<file path="config.mk">
export PLATFORM = sky130hd
export DESIGN_NAME = spi_ram_responder_flat
export DESIGN_NICKNAME = d
export VERILOG_FILES = /design/src/rtl/spi_ram_pkg.sv /design/src/rtl/spi_ram_responder_if.sv /design/src/rtl/spi_sync_edge.sv /design/src/rtl/spi_ram_responder.sv /design/src/flat_wrapper.sv
export SDC_FILE = /design/constraint.sdc
export NUM_CORES = 1
export LEC_CHECK = 0
export CAP_MARGIN = 40
export CORE_ASPECT_RATIO = 1.4
export CORE_UTILIZATION = 52
export CTS_CLUSTER_SIZE = 12
export DETAILED_ROUTE_END_ITERATION = 8
export MAX_ROUTING_LAYER = met4
export PLACE_DENSITY = 0.63
export SYNTH_ARGS = -nofsm -noshare
export SYNTH_HDL_FRONTEND = slang
export SYNTH_SLANG_ARGS = --single-unit
</file>
<file path="constraint.sdc">
create_clock -name clk -period 4.9 [get_ports clk]
set_input_delay 0.49 -clock clk [delete_from_list [all_inputs] [get_ports clk]]
set_output_delay 0.49 -clock clk [all_outputs]
set_load 0.02 [all_outputs]
</file>
<file path="src/rtl/spi_ram_pkg.sv">
// Shared definitions for the SPI RAM responder: opcodes, FSM state encoding
// and the address-width helper.
package spi_ram_pkg;

  localparam logic [7:0] OpWrite = 8'h02;
  localparam logic [7:0] OpRead  = 8'h03;

  typedef enum logic [2:0] {
    StIdle,
    StCmd,
    StAddr,
    StRead,
    StWrite,
    StIgnore
  } state_e;

  // Number of address bits kept for an array of the given byte depth.
  function automatic int unsigned addr_width(input int unsigned depth);
    return $clog2(depth);
  endfunction

endpackage

</file>
<file path="src/rtl/spi_ram_responder_if.sv">
// SPI pin bundle between an initiator (master) and the RAM responder (slave).
//   spi_clk, spi_cs_n, spi_mosi : initiator -> responder
//   spi_miso, miso_oe           : responder -> initiator
interface spi_ram_responder_if;
  logic spi_clk;
  logic spi_cs_n;
  logic spi_mosi;
  logic spi_miso;
  logic miso_oe;

  modport master (
    output spi_clk,
    output spi_cs_n,
    output spi_mosi,
    input  spi_miso,
    input  miso_oe
  );

  modport slave (
    input  spi_clk,
    input  spi_cs_n,
    input  spi_mosi,
    output spi_miso,
    output miso_oe
  );
endinterface

</file>
<file path="src/rtl/spi_sync_edge.sv">
// Multi-flop synchronizer with rise/fall detection on the synchronized level.
//   clk, rst_n : system clock, async active-low reset
//   din        : asynchronous input
//   level      : synchronized level
//   rise, fall : one-clk pulses on synchronized edges
module spi_sync_edge #(
  parameter int unsigned Stages   = 2,
  parameter logic        ResetVal = 1'b0
) (
  input  logic clk,
  input  logic rst_n,
  input  logic din,
  output logic level,
  output logic rise,
  output logic fall
);

  logic [Stages-1:0] sync_q;
  logic              prev_q;
  // Edges are suppressed until the chain and prev_q hold real samples, so a
  // line already at its non-reset level after reset does not look like an edge.
  logic [Stages:0]   fill_q;

  always_ff @(posedge clk or negedge rst_n) begin
    if (!rst_n) begin
      sync_q <= {Stages{ResetVal}};
      prev_q <= ResetVal;
      fill_q <= '0;
    end else begin
      sync_q <= {sync_q[Stages-2:0], din};
      prev_q <= sync_q[Stages-1];
      fill_q <= {fill_q[Stages-1:0], 1'b1};
    end
  end

  assign level = sync_q[Stages-1];
  assign rise  = fill_q[Stages] & level & ~prev_q;
  assign fall  = fill_q[Stages] & ~level & prev_q;

endmodule

</file>
<file path="src/rtl/spi_ram_responder.sv">
// SPI mode-0 byte-addressed RAM responder.
// Opcode 0x02 writes, 0x03 reads, each followed by a 24-bit address (low
// log2(DEPTH) bits kept) and streaming data with wrapping auto-increment.
//   clk, rst_n : system clock, async active-low reset
//   spi        : SPI pins (slave modport)
//   busy       : synchronized chip select is active
//   byte_wr    : one-clk pulse per committed write byte
//   cmd_err    : one-clk pulse when an unsupported opcode completes
module spi_ram_responder
  import spi_ram_pkg::*;
#(
  parameter int unsigned DEPTH       = 64,
  parameter int unsigned SYNC_STAGES = 2
) (
  input  logic                 clk,
  input  logic                 rst_n,
  spi_ram_responder_if.slave   spi,
  output logic                 busy,
  output logic                 byte_wr,
  output logic                 cmd_err
);

  localparam int unsigned AW = addr_width(DEPTH);

  logic sck_level, sck_rise, sck_fall;
  logic cs_level, cs_rise, cs_fall;
  logic mosi_s;

  spi_sync_edge #(
    .Stages   (SYNC_STAGES),
    .ResetVal (1'b0)
  ) u_sck_sync (
    .clk   (clk),
    .rst_n (rst_n),
    .din   (spi.spi_clk),
    .level (sck_level),
    .rise  (sck_rise),
    .fall  (sck_fall)
  );

  spi_sync_edge #(
    .Stages   (SYNC_STAGES),
    .ResetVal (1'b1)
  ) u_cs_sync (
    .clk   (clk),
    .rst_n (rst_n),
    .din   (spi.spi_cs_n),
    .level (cs_level),
    .rise  (cs_rise),
    .fall  (cs_fall)
  );

  logic unused_sync;
  assign unused_sync = ^{sck_level, cs_rise};

  // MOSI uses the same depth as SCK so the sampled bit lines up with sck_rise.
  logic [SYNC_STAGES-1:0] mosi_sync_q;
  always_ff @(posedge clk or negedge rst_n) begin
    if (!rst_n) mosi_sync_q <= '0;
    else        mosi_sync_q <= {mosi_sync_q[SYNC_STAGES-2:0], spi.spi_mosi};
  end
  assign mosi_s = mosi_sync_q[SYNC_STAGES-1];

  state_e          state_q, state_d;
  logic [2:0]      bit_cnt_q, bit_cnt_d;
  logic [1:0]      byte_cnt_q, byte_cnt_d;
  logic [6:0]      shift_in_q, shift_in_d;
  logic [7:0]      opcode_q, opcode_d;
  logic [AW-1:0]   addr_q, addr_d;
  logic [7:0]      tx_q, tx_d;
  logic            oe_q, oe_d;
  logic            load_pend_q, load_pend_d;
  logic            byte_wr_q, byte_wr_d;
  logic            cmd_err_q, cmd_err_d;
  logic            mem_we;
  logic [7:0]      rx_byte;
  logic [7:0]      mem_q [DEPTH];

  always_ff @(posedge clk or negedge rst_n) begin
    if (!rst_n) begin
      state_q     <= StIdle;
      bit_cnt_q   <= '0;
      byte_cnt_q  <= '0;
      shift_in_q  <= '0;
      opcode_q    <= '0;
      addr_q      <= '0;
      tx_q        <= '0;
      oe_q        <= 1'b0;
      load_pend_q <= 1'b0;
      byte_wr_q   <= 1'b0;
      cmd_err_q   <= 1'b0;
    end else begin
      state_q     <= state_d;
      bit_cnt_q   <= bit_cnt_d;
      byte_cnt_q  <= byte_cnt_d;
      shift_in_q  <= shift_in_d;
      opcode_q    <= opcode_d;
      addr_q      <= addr_d;
      tx_q        <= tx_d;
      oe_q        <= oe_d;
      load_pend_q <= load_pend_d;
      byte_wr_q   <= byte_wr_d;
      cmd_err_q   <= cmd_err_d;
    end
  end

  // Array contents are intentionally not reset.
  always_ff @(posedge clk) begin
    if (mem_we) mem_q[addr_q] <= rx_byte;
  end

  always_comb begin
    state_d     = state_q;
    bit_cnt_d   = bit_cnt_q;
    byte_cnt_d  = byte_cnt_q;
    shift_in_d  = shift_in_q;
    opcode_d    = opcode_q;
    addr_d      = addr_q;
    tx_d        = tx_q;
    oe_d        = oe_q;
    load_pend_d = load_pend_q;
    byte_wr_d   = 1'b0;
    cmd_err_d   = 1'b0;
    mem_we      = 1'b0;
    rx_byte     = {shift_in_q, mosi_s};

    unique case (state_q)
      StIdle: begin
        oe_d = 1'b0;
        tx_d = '0;
        if (cs_fall) begin
          state_d    = StCmd;
          bit_cnt_d  = '0;
          byte_cnt_d = '0;
        end
      end
      StCmd: begin
        if (sck_rise) begin
          shift_in_d = rx_byte[6:0];
          bit_cnt_d  = bit_cnt_q + 3'd1;
          if (bit_cnt_q == 3'd7) begin
            opcode_d = rx_byte;
            if (rx_byte == OpRead || rx_byte == OpWrite) begin
              state_d    = StAddr;
              byte_cnt_d = '0;
            end else begin
              state_d   = StIgnore;
              cmd_err_d = 1'b1;
            end
          end
        end
      end
      StAddr: begin
        if (sck_rise) begin
          // Shifting through an AW-bit register drops the upper address bits.
          addr_d    = {addr_q[AW-2:0], mosi_s};
          bit_cnt_d = bit_cnt_q + 3'd1;
          if (bit_cnt_q == 3'd7) begin
            byte_cnt_d = byte_cnt_q + 2'd1;
            if (byte_cnt_q == 2'd2) begin
              if (opcode_q == OpRead) begin
                state_d     = StRead;
                load_pend_d = 1'b1;
              end else begin
                state_d = StWrite;
              end
            end
          end
        end
      end
      StRead: begin
        if (sck_fall) begin
          if (load_pend_q) begin
            tx_d        = mem_q[addr_q];
            load_pend_d = 1'b0;
            oe_d        = 1'b1;
          end else begin
            tx_d = {tx_q[6:0], 1'b0};
          end
        end
        if (sck_rise) begin
          bit_cnt_d = bit_cnt_q + 3'd1;
          if (bit_cnt_q == 3'd7) begin
            addr_d      = addr_q + AW'(1);
            load_pend_d = 1'b1;
          end
        end
      end
      StWrite: begin
        if (sck_rise) begin
          shift_in_d = rx_byte[6:0];
          bit_cnt_d  = bit_cnt_q + 3'd1;
          if (bit_cnt_q == 3'd7) begin
            mem_we    = 1'b1;
            byte_wr_d = 1'b1;
            addr_d    = addr_q + AW'(1);
          end
        end
      end
      StIgnore: ;
      default: state_d = StIdle;
    endcase

    // Deselect wins over everything: drop any partial byte and release MISO.
    if (cs_level && state_q != StIdle) begin
      state_d     = StIdle;
      oe_d        = 1'b0;
      tx_d        = '0;
      load_pend_d = 1'b0;
      mem_we      = 1'b0;
      byte_wr_d   = 1'b0;
      cmd_err_d   = 1'b0;
    end
  end

  assign spi.spi_miso = oe_q ? tx_q[7] : 1'b0;
  assign spi.miso_oe  = oe_q;
  assign busy         = ~cs_level;
  assign byte_wr      = byte_wr_q;
  assign cmd_err      = cmd_err_q;

endmodule

</file>
<file path="src/flat_wrapper.sv">
// flat-port wrapper written by rule: the top's interface ports become plain ports
module spi_ram_responder_flat import spi_ram_pkg::*;
#(
  parameter int unsigned DEPTH       = 64,
  parameter int unsigned SYNC_STAGES = 2
)
  (clk, rst_n, busy, byte_wr, cmd_err, spi_spi_clk, spi_spi_cs_n, spi_spi_mosi, spi_spi_miso, spi_miso_oe);
  spi_ram_responder_if spi_i ();
  input  logic clk;
  input  logic rst_n;
  output logic busy;
  output logic byte_wr;
  output logic cmd_err;
  input wire logic [$bits(spi_i.spi_clk)-1:0] spi_spi_clk;
  input wire logic [$bits(spi_i.spi_cs_n)-1:0] spi_spi_cs_n;
  input wire logic [$bits(spi_i.spi_mosi)-1:0] spi_spi_mosi;
  output wire logic [$bits(spi_i.spi_miso)-1:0] spi_spi_miso;
  output wire logic [$bits(spi_i.miso_oe)-1:0] spi_miso_oe;
  assign spi_i.spi_clk = spi_spi_clk;
  assign spi_i.spi_cs_n = spi_spi_cs_n;
  assign spi_i.spi_mosi = spi_spi_mosi;
  assign spi_spi_miso = spi_i.spi_miso;
  assign spi_miso_oe = spi_i.miso_oe;
  spi_ram_responder #(.DEPTH(DEPTH), .SYNC_STAGES(SYNC_STAGES)) u_core (.clk(clk), .rst_n(rst_n), .spi(spi_i), .busy(busy), .byte_wr(byte_wr), .cmd_err(cmd_err));
endmodule
</file>
==> impl_metrics.json <==
{
  "fin_crit_ns": 3.43,
  "dp_slack_ns": 1.49,
  "worstSetupPathType": "flip-flop to flip-flop",
  "grt_overflow": 0,
  "maxCapViolCount": 0,
  "port_buffers": 9,
  "detail-route-antenna-nets": 0,
  "finClkSkew_ns": 0.0176,
  "worst_slack_ns": 1.47,
  "setup_viol": 0,
  "async_flop_share_pct": 9.22,
  "synth_top_area_share_pct": 68.5,
  "syn2layout_area_growth_pct": 10.3,
  "slew_headroom_pct": 34.9,
  "syn_area_per_cell_um2": 16.6,
  "crit_end": "u_core.tx_q[4]",
  "syn-num-nets": 1359,
  "wl_per_cell_um": 30.8,
  "synth_seq_cells": 564,
  "io_pins": 10,
  "drt_pass1_iterations": 5,
  "reg2reg_to": "u_core.tx_q[4]",
  "core_area_um2": 42300,
  "avgViaCountPerCell": 6.60,
  "synth_most_common_cell": "edfxtp_1",
  "reg2reg_slack_ns": 1.47,
  "fin_tns_setup_ns": 0,
  "drt-initial-drc-count": 1659,
  "globalplace.congestion": 0.938,
  "status": "finished clean",
  "route.vias.total": 12900,
  "rows": 89,
  "syn_area_um2": 22400,
  "r2r-start": "u_core.addr_q[1]",
  "cts_hold_repair.buffers": 0,
  "dieArea_um2": 44000,
  "path_max_fanout": 43,
  "tritoncts": "yes",
  "critPathLaunch": "u_core.addr_q[1]",
  "grt_first_pass_wirelength_um": 89000,
  "arrival_ns": 3.89,
  "leakagePower_nw": 7.99,
  "dp_hpwl_um": 37400,
  "num_antenna_cells": 0,
  "post-route-period-util_pct": 70.1,
  "worst_pin_slew_ns": 0.976,
  "ys_seq_area_share_pct": 74.4,
  "cp_top_family": "flip-flops",
  "yosysTopAreaCell": "edfxtp_1",
  "crit_cells": 6,
  "cts-resized-gates": 0,
  "cts_made_buffers": 53,
  "crit_buf_inv": 1,
  "ff2ff_path_depth": 6,
  "fin_nets": 1392,
  "ir_worst_vdd_mv": 0.704,
  "synth_cell_types": 73,
  "grt_max_degree": 69,
  "cp-start-kind": "flip-flop",
  "synth_common_cells": "512 x edfxtp_1, 108 x nor2_1, 61 x mux2_2, 55 x mux2i_1, 54 x nand2_1",
  "power.density_nw_per_um2": 415,
  "post_cts_buffers": 0,
  "critPathCaptureType": "flip-flop",
  "totalWireLength_um": 60500,
  "die_h_um": 248,
  "slew_viol_final": 0,
  "clk_latency_ns": 0.58,
  "ys_top_cells_by_area": "edfxtp_1 69%, dfrtp_1 5.5%, mux4_2 3.9%",
  "drc": 0,
  "synth_flop_cell": "edfxtp_1",
  "cts.htree.levels": 2,
  "hold_class": "input port to async pin",
  "critPathMaxStageDelay_ns": 0.81,
  "clk_path_buf_depth": 3,
  "rsz0062_at_grt": "no",
  "cts_sinks": 564,
  "path_clk_slew_ns": 0.07,
  "synthCells": 1350,
  "path_cells": "buf_4, mux4_2, a22oi_1, nand3_1, or4_1, o41a_1",
  "grt_pass1_vias": 12900,
  "root_buffer": "clkbuf_16",
  "antenna_found_initial": 0,
  "start_util_pct": 53.0,
  "finalInstanceArea_um2": 24700,
  "hold_violations": 0,
  "clock.fmax_ghz": 0.291,
  "grt_usage_pct": 29.3,
  "power_mw": 10.3,
  "die_w_um": 178,
  "synth_edf_count": 512,
  "critPathRequiredTime_ns": 5.35,
  "ys_warn_count": 0,
  "dpl_cell_area_um2": 23300,
  "critPathSlowestCell": "dfrtp_4",
  "drive_above_1_share_pct": 16.9
}
[placed cells by master, fill, tap and decap left out, types with 8 or more instances in the layout]
cell type / netlist / layout
edfxtp_1: 512 / 512
nor2_1: 108 / 106
mux2_2: 61 / 61
mux2i_1: 55 / 55
nand2_1: 54 / 54
clkbuf_16: 0 / 53
a21oi_1: 48 / 48
buf_4: 9 / 48
nand3_1: 39 / 39
o21ai_0: 39 / 39
mux4_2: 39 / 39
dfrtp_1: 49 / 38
a22oi_1: 37 / 37
a221oi_1: 35 / 35
clkbuf_1: 41 / 32
o22ai_1: 22 / 22
a221o_1: 12 / 12
a32oi_1: 12 / 12
a22o_1: 11 / 11
nor3_1: 10 / 10
a31oi_1: 10 / 10
inv_1: 8 / 8
clkdlybuf4s50_1: 0 / 8
dfrtp_2: 0 / 8
[per-stage QoR]
step | util [%] | instances | hold slack [ns]
CTS | 58.5 | 1962 | 0.0709
detailed placement | 55.0 | 1874 | 0.335
global route | 58.5 | 1962 | 0.112
floorplan | - | 1350 | 0.194
finish | 58.5 | 1962 | 0.0583
global placement | 54.8 | 1864 | 0.333
[final cells by class]
class,count,area [um2]
clock buffer,86,1460
sequential,564,16700
timing repair buffer,62,520
tap,546,683
multi-input combinational,694,5340
inverter,8,30.0
clock inverter,2,8.76
fill,3240,17600
[kinds of logic after synthesis]
family	share of synthesized area, %
flip-flops	74.4
AO/OA/AOI/OAI	8.72
AND/OR/NAND/NOR	5.34
multiplexers	9.43
buffers and inverters	1.87
adder cells (fa/ha/maj)	0.223
other	0.0167
XOR/XNOR	0.0391
[power breakdown]
group	internal, mW	switching [mW]
clock network	2.01	1.67
registers	5.71	0.0672
logic	0.130	0.667
total	7.85	2.41
[per-layer routing]
layer | up-vias | global-route usage [%] | wire (um)
li1 | 5475 | - | -
met5 | - | - | 0
met3 | 155 | 4.29 | 4810
met2 | 679 | 47.4 | 30200
met4 | 0 | 13.0 | 2840
met1 | 6638 | 37.0 | 22600
[sequential cells by signal, summed over array words and instances, names as in the netlist]
register,cells
u_core.load_pend_q,1
u_core.opcode_q,8
u_core.u_cs_sync.sync_q,2
u_core.u_sck_sync.sync_q,2
u_core.mosi_sync_q,2
u_core.state_q,3
u_core.byte_cnt_q,2
u_core.mem_q,512
u_core.addr_q,6
u_core.u_cs_sync.prev_q,1
u_core.tx_q,8
u_core.u_sck_sync.fill_q,2
u_core.shift_in_q,7
u_core.cmd_err,1
u_core.u_sck_sync.prev_q,1
u_core.bit_cnt_q,3
u_core.byte_wr,1
u_core.u_cs_sync.fill_q,1
u_core.spi.miso_oe,1
[worst min path at each step]
stage / from / to / depth (start not counted)
after global placement: u_core.mosi_sync_q[0] / u_core.mosi_sync_q[1] / 0
after detailed placement: u_core.u_sck_sync.fill_q[1] / u_core.u_cs_sync.fill_q[2] / 0
final: rst_n / u_core.opcode_q[6] / 2
after CTS: rst_n / u_core.opcode_q[6] / 2
after floorplan: rst_n / u_core.addr_q[0] / 0
after global routing: rst_n / u_core.cmd_err / 2
Note: power is estimated with default switching activity, not from simulation.
==> patch (config.mk and constraints unchanged) <==
`ResetVal`: 1'b1 -> 1'b0.
--- a/src/rtl/spi_ram_responder.sv
+++ b/src/rtl/spi_ram_responder.sv
@@ -41,5 +41,5 @@
   spi_sync_edge #(
     .Stages   (SYNC_STAGES),
-    .ResetVal (1'b1)
+    .ResetVal (1'b0)
   ) u_cs_sync (
     .clk   (clk),
Behaviour: not the same (a bounded check fails within 4 cycles, from zero or initial values and one cycle with rst_n low).
==> patch against the original RTL <==
- via count rose by 1.9%
- setup slack worse by 0.0036 ns
- wire length rose by 5.6%
- power grew 3.2%
- non-clock buffer count shrank 17
- design area is 0.27% higher
- sequential cell count unchanged
- synthesized area is essentially flat
- cell count fell by 0.46%
- global-route usage is 1.5 points higher
- critical path type unchanged
- critical endpoint unchanged
- highest routed layer unchanged
==> patch: results <==
{
  "status": "completed",
  "clockBufferDepth": 3,
  "cts_root_buffer": "clkbuf_16",
  "setup_violations": 0,
  "skew_ns": 0.0178,
  "vias_per_cell": 6.76,
  "dr_wl_met2_mm": 31.4,
  "yosys.area.top_type": "edfxtp_1",
  "cts_resized": 0,
  "seqCellArea_um2": 16700,
  "synth.distinct_cells": 72,
  "largestRegisters": "u_core.mem_q x512, u_core.opcode_q x8, u_core.tx_q x8",
  "synth_edf_count": 512,
  "groute.layer.met1.usage_pct": 40.1,
  "drive_above_1_share_pct": 16.4,
  "place_hpwl_mm": 40.0,
  "critPathMaxStageDelay_ns": 0.87,
  "fillCellCount": 3191,
  "peakVddDrop_v": 0.000675,
  "port_buffers": 9,
  "clk_latency_ns": 0.59,
  "ys.flop_type": "edfxtp_1",
  "placed_area_um2": 23200,
  "drt-initial-drc-count": 1824,
  "worst_path_max_delay_cell": "dfrtp_4",
  "grt_pass1_vias": 12900,
  "cts_made_buffers": 55,
  "drv_cap": 0,
  "ys_warn_count": 0,
  "path_delay_family": "flip-flops",
  "clkTransAtPathRegs_ns": 0.06,
  "gp_congestion": 0.998,
  "synth.net_count": 1359,
  "wl_met1_mm": 24.0,
  "grt_use_total_pct": 30.8,
  "wl_met3_mm": 5.49,
  "use_met3_pct": 4.44,
  "dp_slack_ns": 1.45,
  "synth_commonest_cells": "edfxtp_1, nor2_1, mux2_2",
  "hp-class": "in2async",
  "grt_util_met2_pct": 48.8,
  "synth_area_leaders": "edfxtp_1, dfrtp_1, mux4_2",
  "grt_pass1_wl_mm": 92.4,
  "cts_max_level": 2,
  "routed_wl_mm": 63.9,
  "antenna_found_initial": 1,
  "dr.pass1.iters": 5,
  "grt_max_degree": 69,
  "power_leakage_nw": 7.99,
  "routed.top_layer": "met4",
  "synth-seq-area-share_pct": 74.4,
  "worst_pin_slew_ns": 0.963,
  "crit_path_max_fanout": 46,
  "cts_setup_buffers": 0,
  "async_flop_share_pct": 9.22
}
## patch: cell types whose count changed after synthesis
cell / unedited run / this run
dfstp_2: 3 / 0
dfrtp_1: 49 / 52
## patch: through the flow
stage                     hold WS (ns)  std cells
final                           0.0351       1953
after global routing            0.0969       1953
after CTS                       0.0574       1952
after detailed placement         0.338       1857
after global placement           0.335       1853
after floorplan                  0.194       1350
## patch: path summary, 6_finish.rpt
check,startpoint,to,slack (ns),cells after the start
min in group clk,u_core.u_sck_sync.fill_q[1],u_core.u_cs_sync.fill_q[2],0.35,0
max in group asynchronous,rst_n,u_core.addr_q[0],4.30,2
min,rst_n,u_core.opcode_q[7],0.04,2
max reg2reg,u_core.addr_q[0],u_core.tx_q[4],1.46,6
min reg2reg,u_core.u_sck_sync.fill_q[1],u_core.u_cs_sync.fill_q[2],0.35,0
max,u_core.addr_q[0],u_core.tx_q[4],1.46,6
## patch: final cells by class
type / instances / share of cell area, %
sequential: 564 / 67.4
multi-input combinational: 694 / 21.6
clock buffer: 89 / 6.39
tap: 546 / 2.75
timing repair buffer: 45 / 1.56
clock inverter: 6 / 0.217
inverter: 8 / 0.121
antenna: 1 / 0.0101
## patch: worst register-to-register path, cell delays in order, from the launching register on
cell and delay, ns:
dfrtp_4 0.87, buf_4 0.68, mux4_2 0.66, a22oi_1 0.23
nand3_1 0.09, or4_1 0.48, o41a_1 0.32
## patch: cells by family after synthesis
group	Yosys count	synth area share, %
other cells	1	0.0167
mux	155	9.43
simple gates	260	5.34
xor+xnor	1	0.0391
buf+inv	92	1.87
compound gates	273	8.72
flops	564	74.4
fa+ha+maj	4	0.223
## patch: where the power goes
group	total (mW)	switching [mW]	internal [mW]
Clock	3.97	1.72	2.24
Sequential	6.21	0.500	5.71
Combinational	0.408	0.271	0.136
Total	10.6	2.49	8.09
